--- src/rtl/matrix_spi_rx.sv ---
// Matrix-tile receiver: oversamples the SPI pixel stream and the column-select shift chain,
// and turns 24-bit words into addressed pixel writes. Optional counters: MATRIX_RX_STATS_EN.
module matrix_spi_rx #(
   parameter int SPI_SIZE         = 24,
   parameter int MSB_FIRST        = 1,
   parameter int WORDS_PER_MATRIX = 128,
   parameter int CHAIN_LENGTH     = 16,
   parameter int TAP_INDEX        = 0
) (
   input  logic                                clk,
   input  logic                                rst_n,
   input  logic                                spi_clk,
   input  logic                                spi_mosi,
   input  logic                                ser_clk,
   input  logic                                ser_data,
   input  logic                                ser_stcp,
   input  logic                                ser_n_enable,
   output logic [SPI_SIZE-1:0]                 pix_data,
   output logic [$clog2(WORDS_PER_MATRIX)-1:0] pix_addr,
   output logic                                pix_valid,
   output logic                                frame_done,
   output logic                                selected,
   output logic                                err_overrun,
   output logic                                err_partial,
   output logic [15:0]                         frame_count,
   output logic [15:0]                         error_count
);
   localparam int AW = $clog2(WORDS_PER_MATRIX);
   localparam int BW = $clog2(SPI_SIZE + 1);
   localparam logic [AW-1:0] LAST_WORD = AW'(WORDS_PER_MATRIX - 1);
   localparam logic [BW-1:0] LAST_BIT  = BW'(SPI_SIZE - 1);

   typedef enum logic [1:0] {IDLE, RECV, DONE} state_t;

   state_t                  state;
   logic [5:0]              meta, sync;
   logic [2:0]              prev;
   logic [CHAIN_LENGTH-1:0] chain, latch, latch_nxt;
   logic [SPI_SIZE-1:0]     shreg, word_nxt;
   logic [BW-1:0]           bit_cnt;
   logic [AW-1:0]           word_cnt;

   logic s_spi_clk, s_mosi, s_ser_clk, s_ser_data, s_stcp, s_n_en;
   logic spi_rise, ser_rise, stcp_rise;
   logic sel_nxt, sel_rise, sel_fall, new_frame;
   logic take_bit, word_end, last_word, ovr_evt, part_evt;

   assign {s_spi_clk, s_mosi, s_ser_clk, s_ser_data, s_stcp, s_n_en} = sync;
   assign spi_rise  = s_spi_clk & ~prev[2];
   assign ser_rise  = s_ser_clk & ~prev[1];
   assign stcp_rise = s_stcp    & ~prev[0];

   always_ff @(posedge clk or negedge rst_n) begin
      if (!rst_n) begin
         meta <= '0;
         sync <= '0;
         prev <= '0;
      end else begin
         meta <= {spi_clk, spi_mosi, ser_clk, ser_data, ser_stcp, ser_n_enable};
         sync <= meta;
         prev <= {s_spi_clk, s_ser_clk, s_stcp};
      end
   end

   always_ff @(posedge clk or negedge rst_n) begin
      if (!rst_n) begin
         chain <= '0;
         latch <= '0;
      end else begin
         if (ser_rise)  chain <= {chain[CHAIN_LENGTH-2:0], s_ser_data};
         if (stcp_rise) latch <= chain;
      end
   end

   // Selection is evaluated against the latch value of this cycle's strobe so a
   // new-frame strobe and the selection it implies are seen together.
   assign latch_nxt = stcp_rise ? chain : latch;
   assign sel_nxt   = latch_nxt[TAP_INDEX] & ~s_n_en;
   assign sel_rise  = sel_nxt & ~selected;
   assign sel_fall  = selected & ~sel_nxt;
   assign new_frame = stcp_rise & chain[0];

   assign word_nxt  = (MSB_FIRST != 0) ? {shreg[SPI_SIZE-2:0], s_mosi}
                                       : {s_mosi, shreg[SPI_SIZE-1:1]};
   assign take_bit  = (state == RECV) & spi_rise & ~new_frame & ~sel_fall;
   assign word_end  = take_bit & (bit_cnt == LAST_BIT);
   assign last_word = word_end & (word_cnt == LAST_WORD);
   assign ovr_evt   = (state == DONE) & spi_rise & ~new_frame & ~sel_fall;
   assign part_evt  = (state != IDLE) & sel_fall & ~new_frame & (bit_cnt != '0);

   always_ff @(posedge clk or negedge rst_n) begin
      if (!rst_n) begin
         state       <= IDLE;
         shreg       <= '0;
         bit_cnt     <= '0;
         word_cnt    <= '0;
         pix_data    <= '0;
         pix_addr    <= '0;
         pix_valid   <= 1'b0;
         frame_done  <= 1'b0;
         selected    <= 1'b0;
         err_overrun <= 1'b0;
         err_partial <= 1'b0;
      end else begin
         pix_valid  <= 1'b0;
         frame_done <= 1'b0;
         selected   <= sel_nxt;
         if (ovr_evt)  err_overrun <= 1'b1;
         if (part_evt) err_partial <= 1'b1;
         if (new_frame) begin
            word_cnt <= '0;
            bit_cnt  <= '0;
            state    <= sel_nxt ? RECV : IDLE;
         end else if (sel_fall && state != IDLE) begin
            // word_cnt survives so a column can be split over several selections
            bit_cnt <= '0;
            state   <= IDLE;
         end else begin
            case (state)
               IDLE: begin
                  if (sel_rise) begin
                     bit_cnt <= '0;
                     state   <= RECV;
                  end
               end
               RECV: begin
                  if (take_bit) begin
                     shreg <= word_nxt;
                     if (word_end) begin
                        pix_valid <= 1'b1;
                        pix_data  <= word_nxt;
                        pix_addr  <= word_cnt;
                        bit_cnt   <= '0;
                        if (last_word) begin
                           frame_done <= 1'b1;
                           state      <= DONE;
                        end else begin
                           word_cnt <= word_cnt + AW'(1);
                        end
                     end else begin
                        bit_cnt <= bit_cnt + BW'(1);
                     end
                  end
               end
               DONE:    ;
               default: state <= IDLE;
            endcase
         end
      end
   end

`ifdef MATRIX_RX_STATS_EN
   function automatic logic [15:0] sat_inc(input logic [15:0] v);
      return (v == 16'hFFFF) ? v : v + 16'd1;
   endfunction

   always_ff @(posedge clk or negedge rst_n) begin
      if (!rst_n) begin
         frame_count <= '0;
         error_count <= '0;
      end else begin
         if (last_word)          frame_count <= sat_inc(frame_count);
         if (ovr_evt | part_evt) error_count <= sat_inc(error_count);
      end
   end
`else
   assign frame_count = '0;
   assign error_count = '0;
`endif

endmodule

--- config.mk ---
export PLATFORM = sky130hd
export DESIGN_NAME = matrix_spi_rx
export DESIGN_NICKNAME = d
export VERILOG_FILES = /design/src/rtl/matrix_spi_rx.sv
export SDC_FILE = /design/constraint.sdc
export NUM_CORES = 1
export LEC_CHECK = 0
export BUFFER_PORTS_ARGS = -buffer_cell sky130_fd_sc_hd__buf_2
export CAP_MARGIN = 20
export CORE_MARGIN = 3
export CORE_UTILIZATION = 50
export CTS_CLUSTER_DIAMETER = 100
export DETAILED_ROUTE_END_ITERATION = 8
export PLACE_DENSITY = 0.77
export REMOVE_ABC_BUFFERS = 1
export SLEW_MARGIN = 20
export SYNTH_ARGS = -nofsm -noshare
export SYNTH_HDL_FRONTEND = slang
export SYNTH_SLANG_ARGS = --single-unit
export TNS_END_PERCENT = 30
--- constraint.sdc ---
create_clock -name clk -period 3.2 [get_ports clk]
set_input_delay 0.48 -clock clk [delete_from_list [all_inputs] [get_ports clk]]
set_output_delay 0.48 -clock clk [all_outputs]
set_load 0.005 [all_outputs]
==> results.json, run 1 <==
{
  "synthArstFlopShare_pct": 100.0,
  "fin_util_pct": 58.98,
  "die_x_um": 92.34,
  "power_per_cell_area_nw_per_um2": 574.6,
  "tritoncts": "built",
  "seq_area_frac_synth_pct": 60.42,
  "syn-cell-area_um2": 3727,
  "hold_buffers": 0,
  "leakage_nw": 2.180,
  "fin_ws_ns": 1.021,
  "cts_buffers": 9,
  "drt-total-wl_um": 6225,
  "pre_cts_ws_ns": 1.026,
  "nets": 333,
  "p_int_mw": 1.767,
  "worstPathRequired_ns": 3.43,
  "tns_ns": 0,
  "htreeDepth": 3,
  "r2r-end": "pix_data[15]",
  "synth_cell_types": 38,
  "dieHeight_um": 92.34,
  "cap_viol_max_count": 0,
  "cts-root-buf": "clkbuf_8",
  "p_switching_mw": 0.6115,
  "grt_pass1_wl_um": 10560,
  "post_cts_buffers": 0,
  "grt_max_degree": 51,
  "status": "finished, final reports clean",
  "drc_errors": 0,
  "fin_area_um2": 4140,
  "diodes": 0,
  "ys_ff_latch": 90,
  "irDropWorstVdd_uv": 341.0,
  "cp-end-kind": "register",
  "max_freq_ghz": 0.4590,
  "drtIter0Drc": 89,
  "path_clk_slew_ns": 0.09,
  "cp_max_fo": 23,
  "finalWeightedCongestion": 0.8000,
  "grt_remaining_overflow": 0,
  "p_seq_share_pct": 53.9,
  "finalHoldViolCount": 0,
  "tightest_slew_ns": 0.6169,
  "synth.top_cell.area_share_pct": 60.42,
  "io_buffers": 43,
  "final_antenna_net_count": 0,
  "netlist.top_cell.by_area": "dfrtp_1",
  "post-dp-hpwl_um": 4296,
  "clockBufferDepth": 2,
  "drive_gt1_share_pct": 37.31,
  "dpl_cell_area_um2": 3923,
  "critPathArrivalTime_ns": 2.41,
  "hold_class": "in -> async",
  "synth_edf_count": 0,
  "first_pass_iters": 4,
  "power_mw": 2.379,
  "reg2reg_depth": 5,
  "areaGrowthSynthToFinish_pct": 11.08,
  "clock-sinks": 90,
  "p_comb_share_pct": 10.4,
  "fin_crit_sh_pct": 68.09,
  "slew_headroom_pct": 58.87,
  "swShare_pct": 25.71,
  "num_rows": 30,
  "viasPerCell": 5.087,
  "io_pins": 76,
  "vias": 2152,
  "grt_use_total_pct": 15.82,
  "initial_core_util_pct": 53.10,
  "antenna_found_initial": 0,
  "reg2reg_slack_ns": 1.02,
  "p_clk_share_pct": 35.6,
  "r2r-start": "prev[0]",
  "grt_pass1_vias": 2162,
  "ys.flop_type": "dfrtp_1",
  "dieArea_um2": 8527,
  "fillers": 575,
  "postSynthCellCount": 273,
  "wl_per_cell_um": 14.72,
  "cts_resized": 0,
  "avgSynthCellArea_um2": 13.65,
  "final-setup-viol-count": 0,
  "cp-start-kind": "register",
  "yosys_warnings": 0,
  "core_um2": 7019,
  "crit_type": "reg -> reg",
  "skew_ns": 0.01085,
  "synth_area_leaders": "dfrtp_1 (60%), mux2_2 (16%), buf_4 (6.4%)",
  "rsz0062_at_grt": "no",
  "clock_latency_ns": 0.35,
  "drv_slew": 0,
  "fin_crit_ns": 2.179
}
-- metrics by stage --
| stage | std cells | hold WS, ns |
|---|---|---|
| floorplan | 265 | 0.1844 |
| global placement | 407 | 0.3328 |
| detailed placement | 407 | 0.3364 |
| CTS | 423 | 0.1463 |
| global route | 423 | 0.1632 |
| finish | 423 | 0.1320 |
-- registers in the layout (all words and copies together) (netlist names) --
register     cells
chain            1
prev             3
meta             6
frame_done       1
pix_data        24
pix_addr         7
selected         1
latch            1
shreg           23
err_overrun      1
sync             6
word_cnt         7
bit_cnt          5
err_partial      1
pix_valid        1
state            2
-- area by class of cell --
cell class	count	area, um2	share of cell area (%)
sequential	90	2252	54.40
multi-input combinational	168	1284	31.01
timing repair buffer	46	240.2	5.802
clock buffer	10	127.6	3.082
tap	96	120.1	2.901
clock inverter	6	90.09	2.176
inverter	7	26.28	0.6346
-- critical path, stage by stage, from the launching register on --
cell       delay [ns]
dfrtp_1          0.39
and3b_1          0.43
o2bb2ai_4        0.15
nand3b_2         0.32
buf_4            0.38
mux2_2           0.38
-- per-layer routing --
metal | global-route usage [%] | part of all wire, % | wire (um) | up-vias
met2 | 24.71 | 48 | 2969 | 66
met3 | 3.249 | 5.4 | 338 | 11
met1 | 21.00 | 45 | 2796 | 1082
met4 | 8.045 | 1.9 | 119 | 0
li1 | - | - | - | 993
met5 | 0 | 0 | 0 | -
-- kinds of logic (layout without fill, tap and decap cells) --
kind of cell | after synthesis | in the layout | share of synthesized area [%]
fa+ha+maj | 3 | 3 | 1.007
other cells | 1 | 32 | 0.1006
mux | 56 | 56 | 16.88
simple gates | 45 | 45 | 7.251
compound gates | 32 | 32 | 6.076
flops | 90 | 90 | 60.42
buf+inv | 46 | 69 | 8.258
-- layout by cell type (no fill, tap or decap), types with 2 or more instances in the layout --
cell type / synthesis / final
and2_1: 2 / 2
or3_1: 2 / 2
o31ai_1: 6 / 6
nand3_1: 7 / 7
inv_1: 7 / 7
nand2_1: 7 / 7
a31o_2: 2 / 2
o211ai_1: 2 / 2
nand2b_1: 2 / 2
nor2b_1: 4 / 4
buf_2: 6 / 42
nand4b_1: 2 / 2
a21oi_1: 8 / 8
dfrtp_1: 90 / 90
ha_1: 3 / 3
bufinv_16: 0 / 2
o21ai_0: 10 / 10
nor2_1: 3 / 3
conb_1: 1 / 32
buf_4: 32 / 4
and2b_1: 2 / 2
mux2_1: 2 / 2
mux2_2: 53 / 53
or2_2: 2 / 2
clkbuf_8: 0 / 9
and3_1: 3 / 3
nand4_1: 2 / 2
-- worst max-delay path by stage --
stage	startpoint	end	slack (ns)
after floorplan	prev[2]	pix_data[19]	1.21
after CTS	prev[0]	pix_data[15]	1.00
final	prev[0]	pix_data[15]	1.02
after global placement	prev[0]	pix_data[6]	1.08
after detailed placement	prev[0]	pix_data[13]	1.03
after global routing	word_cnt[0]	word_cnt[5]	0.91
-- power groups by stage --
| stage | Combinational (mW) | Sequential (mW) | Clock (mW) |
|---|---|---|---|
| floorplan | 0.175 | 1.29 | 0 |
| global placement | 0.240 | 1.30 | 0 |
| detailed placement | 0.249 | 1.31 | 0 |
| CTS | 0.250 | 1.28 | 0.865 |
| global route | 0.284 | 1.30 | 0.908 |
| finish | 0.248 | 1.28 | 0.847 |
-- cell usage after synthesis (all sizes together) (3+ instances only) --
cell type,instances
a21oi,8
and3,3
buf,39
dfrtp,90
ha,3
inv,7
mux2,55
nand2,7
nand3,8
nor2,3
nor2b,4
o21ai,10
o31ai,6
No activity file was read; power rests on OpenSTA's default activity.
==> inputs of run 2 (changes only) <==
--- a/config.mk
+++ b/config.mk
@@ -8,10 +8,10 @@
 export BUFFER_PORTS_ARGS = -buffer_cell sky130_fd_sc_hd__buf_2
 export CAP_MARGIN = 20
 export CORE_MARGIN = 3
-export CORE_UTILIZATION = 50
+export CORE_UTILIZATION = 49
 export CTS_CLUSTER_DIAMETER = 100
 export DETAILED_ROUTE_END_ITERATION = 8
-export PLACE_DENSITY = 0.77
+export PLACE_DENSITY = 0.78
 export REMOVE_ABC_BUFFERS = 1
 export SLEW_MARGIN = 20
 export SYNTH_ARGS = -nofsm -noshare
==> constraint.sdc (replaced) <==
create_clock -name clk -period 1.89 [get_ports clk]
set_input_delay 0.2835 -clock clk [delete_from_list [all_inputs] [get_ports clk]]
set_output_delay 0.2835 -clock clk [all_outputs]
set_load 0.005 [all_outputs]
==> run 2 against run 1 <==
Net effect: sequential power increased by 70%; clock skew decreased by 0.00065 ns; die area increased by 1.9%; worst hold slack got worse by 0.10 ns; setup slack got worse by 1.0 ns; combinational power increased by 100%; design area increased by 4.8%; global-route usage increased by 0.71 points; fmax increased by 17%; routed wire length increased by 7.4%; sequential share of layout area decreased by 2.5 points; critical endpoint is now word_cnt[5].
==> results.json, run 2 (synthesis results as in run 1) <==
{
  "viasPerCell": 5.090,
  "cts_buffers": 9,
  "power_per_cell_area_nw_per_um2": 938.7,
  "antenna_found_initial": 0,
  "htreeDepth": 3,
  "rsz0062_at_grt": "yes",
  "dpl.cell_count": 421,
  "path_clk_slew_ns": 0.09,
  "r2r-end": "word_cnt[5]",
  "grt_pass1_vias": 2312,
  "critPathArrivalTime_ns": 2.16,
  "core_um2": 7331,
  "worstPathRequired_ns": 2.18,
  "fin_crit_ns": 1.869,
  "areaGrowthSynthToFinish_pct": 16.41,
  "wl_per_cell_um": 15.09,
  "hold_class": "in -> reg",
  "tns_ns": 0,
  "crit_type": "reg -> reg",
  "dieArea_um2": 8689,
  "reg2reg_slack_ns": 0.02,
  "grt_pass1_wl_um": 11050,
  "status": "finished, final reports clean",
  "drc_errors": 0,
  "fillers": 601,
  "regMostFlops": "pix_data",
  "drv_slew": 0,
  "cap_viol_max_count": 0,
  "cp_max_fo": 5,
  "tritoncts": "built",
  "clock-sinks": 90,
  "vias": 2255,
  "grt_remaining_overflow": 0,
  "final-setup-viol-count": 0,
  "skew_ns": 0.01020,
  "finalWeightedCongestion": 0.8712,
  "finalHoldViolCount": 0,
  "stdcell_count": 443,
  "reg2reg_depth": 6,
  "max_freq_ghz": 0.5349,
  "min_from": "spi_mosi",
  "final_common_cell": "dfrtp_1",
  "num_rows": 31,
  "grt_use_total_pct": 16.53,
  "cp-start-kind": "register",
  "drt-total-wl_um": 6686,
  "io_buffers": 43,
  "largest_reg_flops": 24,
  "nets": 351,
  "die_x_um": 93.22,
  "drive_gt1_share_pct": 42.15,
  "fin_crit_sh_pct": 98.91,
  "first_pass_iters": 4,
  "cp-end-kind": "register",
  "clock_latency_ns": 0.36,
  "top_regs": "pix_data x24, shreg x23",
  "io_pins": 76,
  "fin_util_pct": 59.19,
  "grt_max_degree": 39,
  "leakage_nw": 2.271,
  "drtIter0Drc": 165,
  "holdPathStages": 1,
  "initial_core_util_pct": 50.84,
  "diodes": 0,
  "dieHeight_um": 93.22,
  "post-dp-hpwl_um": 4639,
  "hold_path_end": "meta[4]",
  "r2r-start": "word_cnt[0]",
  "final_antenna_net_count": 0,
  "final_cell_mix": "dfrtp_1 (90), mux2_2 (53), buf_2 (42), conb_1 (32), buf_4 (18)",
  "cts-root-buf": "clkbuf_8",
  "irDropWorstVdd_uv": 530.4,
  "clockBufferDepth": 2
}
[run 2: power breakdown]
group	total, mW	leakage [nW]	switching [mW]	internal [mW]
Sequential	2.17	1.21	0.108	2.06
Combinational	0.506	0.966	0.271	0.235
Clock	1.40	0.0979	0.659	0.741
[run 2: what timing repair did]
action,CTS,global route
resized for setup,0,7
buffers inserted,0,6
hold endpoints to repair,29,0
hold buffers,1,0
setup endpoints to repair,0,10
[run 2: how the worst max path moves through the flow]
stage	start	end	slack, ns	cells after the start
floorplan	prev[2]	pix_data[19]	-0.10	4
global placement	word_cnt[0]	word_cnt[5]	0.11	6
detailed placement	word_cnt[0]	word_cnt[5]	0.01	6
CTS	word_cnt[0]	word_cnt[5]	0.009	6
global route	word_cnt[0]	word_cnt[5]	-0.05	6
finish	word_cnt[0]	word_cnt[5]	0.02	6
[run 2: per-layer routing]
layer / routed length [um] / vias to the layer above / part of all wire (%) / GRT usage [%]
met5: 0 / - / 0 / 0
met4: 151 / 0 / 2.3 / 8.059
met3: 420 / 16 / 6.3 / 4.907
met2: 3378 / 87 / 51 / 27.29
met1: 2736 / 1126 / 41 / 19.78
li1: - / 1026 / - / -
[run 2: worst max-delay path: stages, from the launching register on]
cell      delay [ns]
dfrtp_1         0.43
ha_2            0.23
nand4_1         0.09
or2_4           0.15
nand4b_1        0.20
or4_4           0.57
a21oi_2         0.13
[run 2: final cells by class]
type | instances | area (um2) | share of cell area, %
tap | 99 | 123.9 | 2.855
timing repair buffer | 64 | 415.4 | 9.573
clock buffer | 9 | 123.9 | 2.855
sequential | 90 | 2252 | 51.90
inverter | 7 | 26.28 | 0.6055
multi-input combinational | 168 | 1306 | 30.10
clock inverter | 6 | 91.34 | 2.105
[run 2: per-stage QoR]
step	hold WS (ns)	power [mW]	instance area, um2	worst slack [ns]
after floorplan	-0.01209	2.478	3562	-0.1047
after global placement	0.2345	2.669	4046	0.1075
after detailed placement	0.2390	2.702	4046	0.01086
after CTS	0.006379	4.118	4272	0.009077
after global routing	0.004650	4.277	4339	-0.05313
final	0.02881	4.073	4339	0.02065
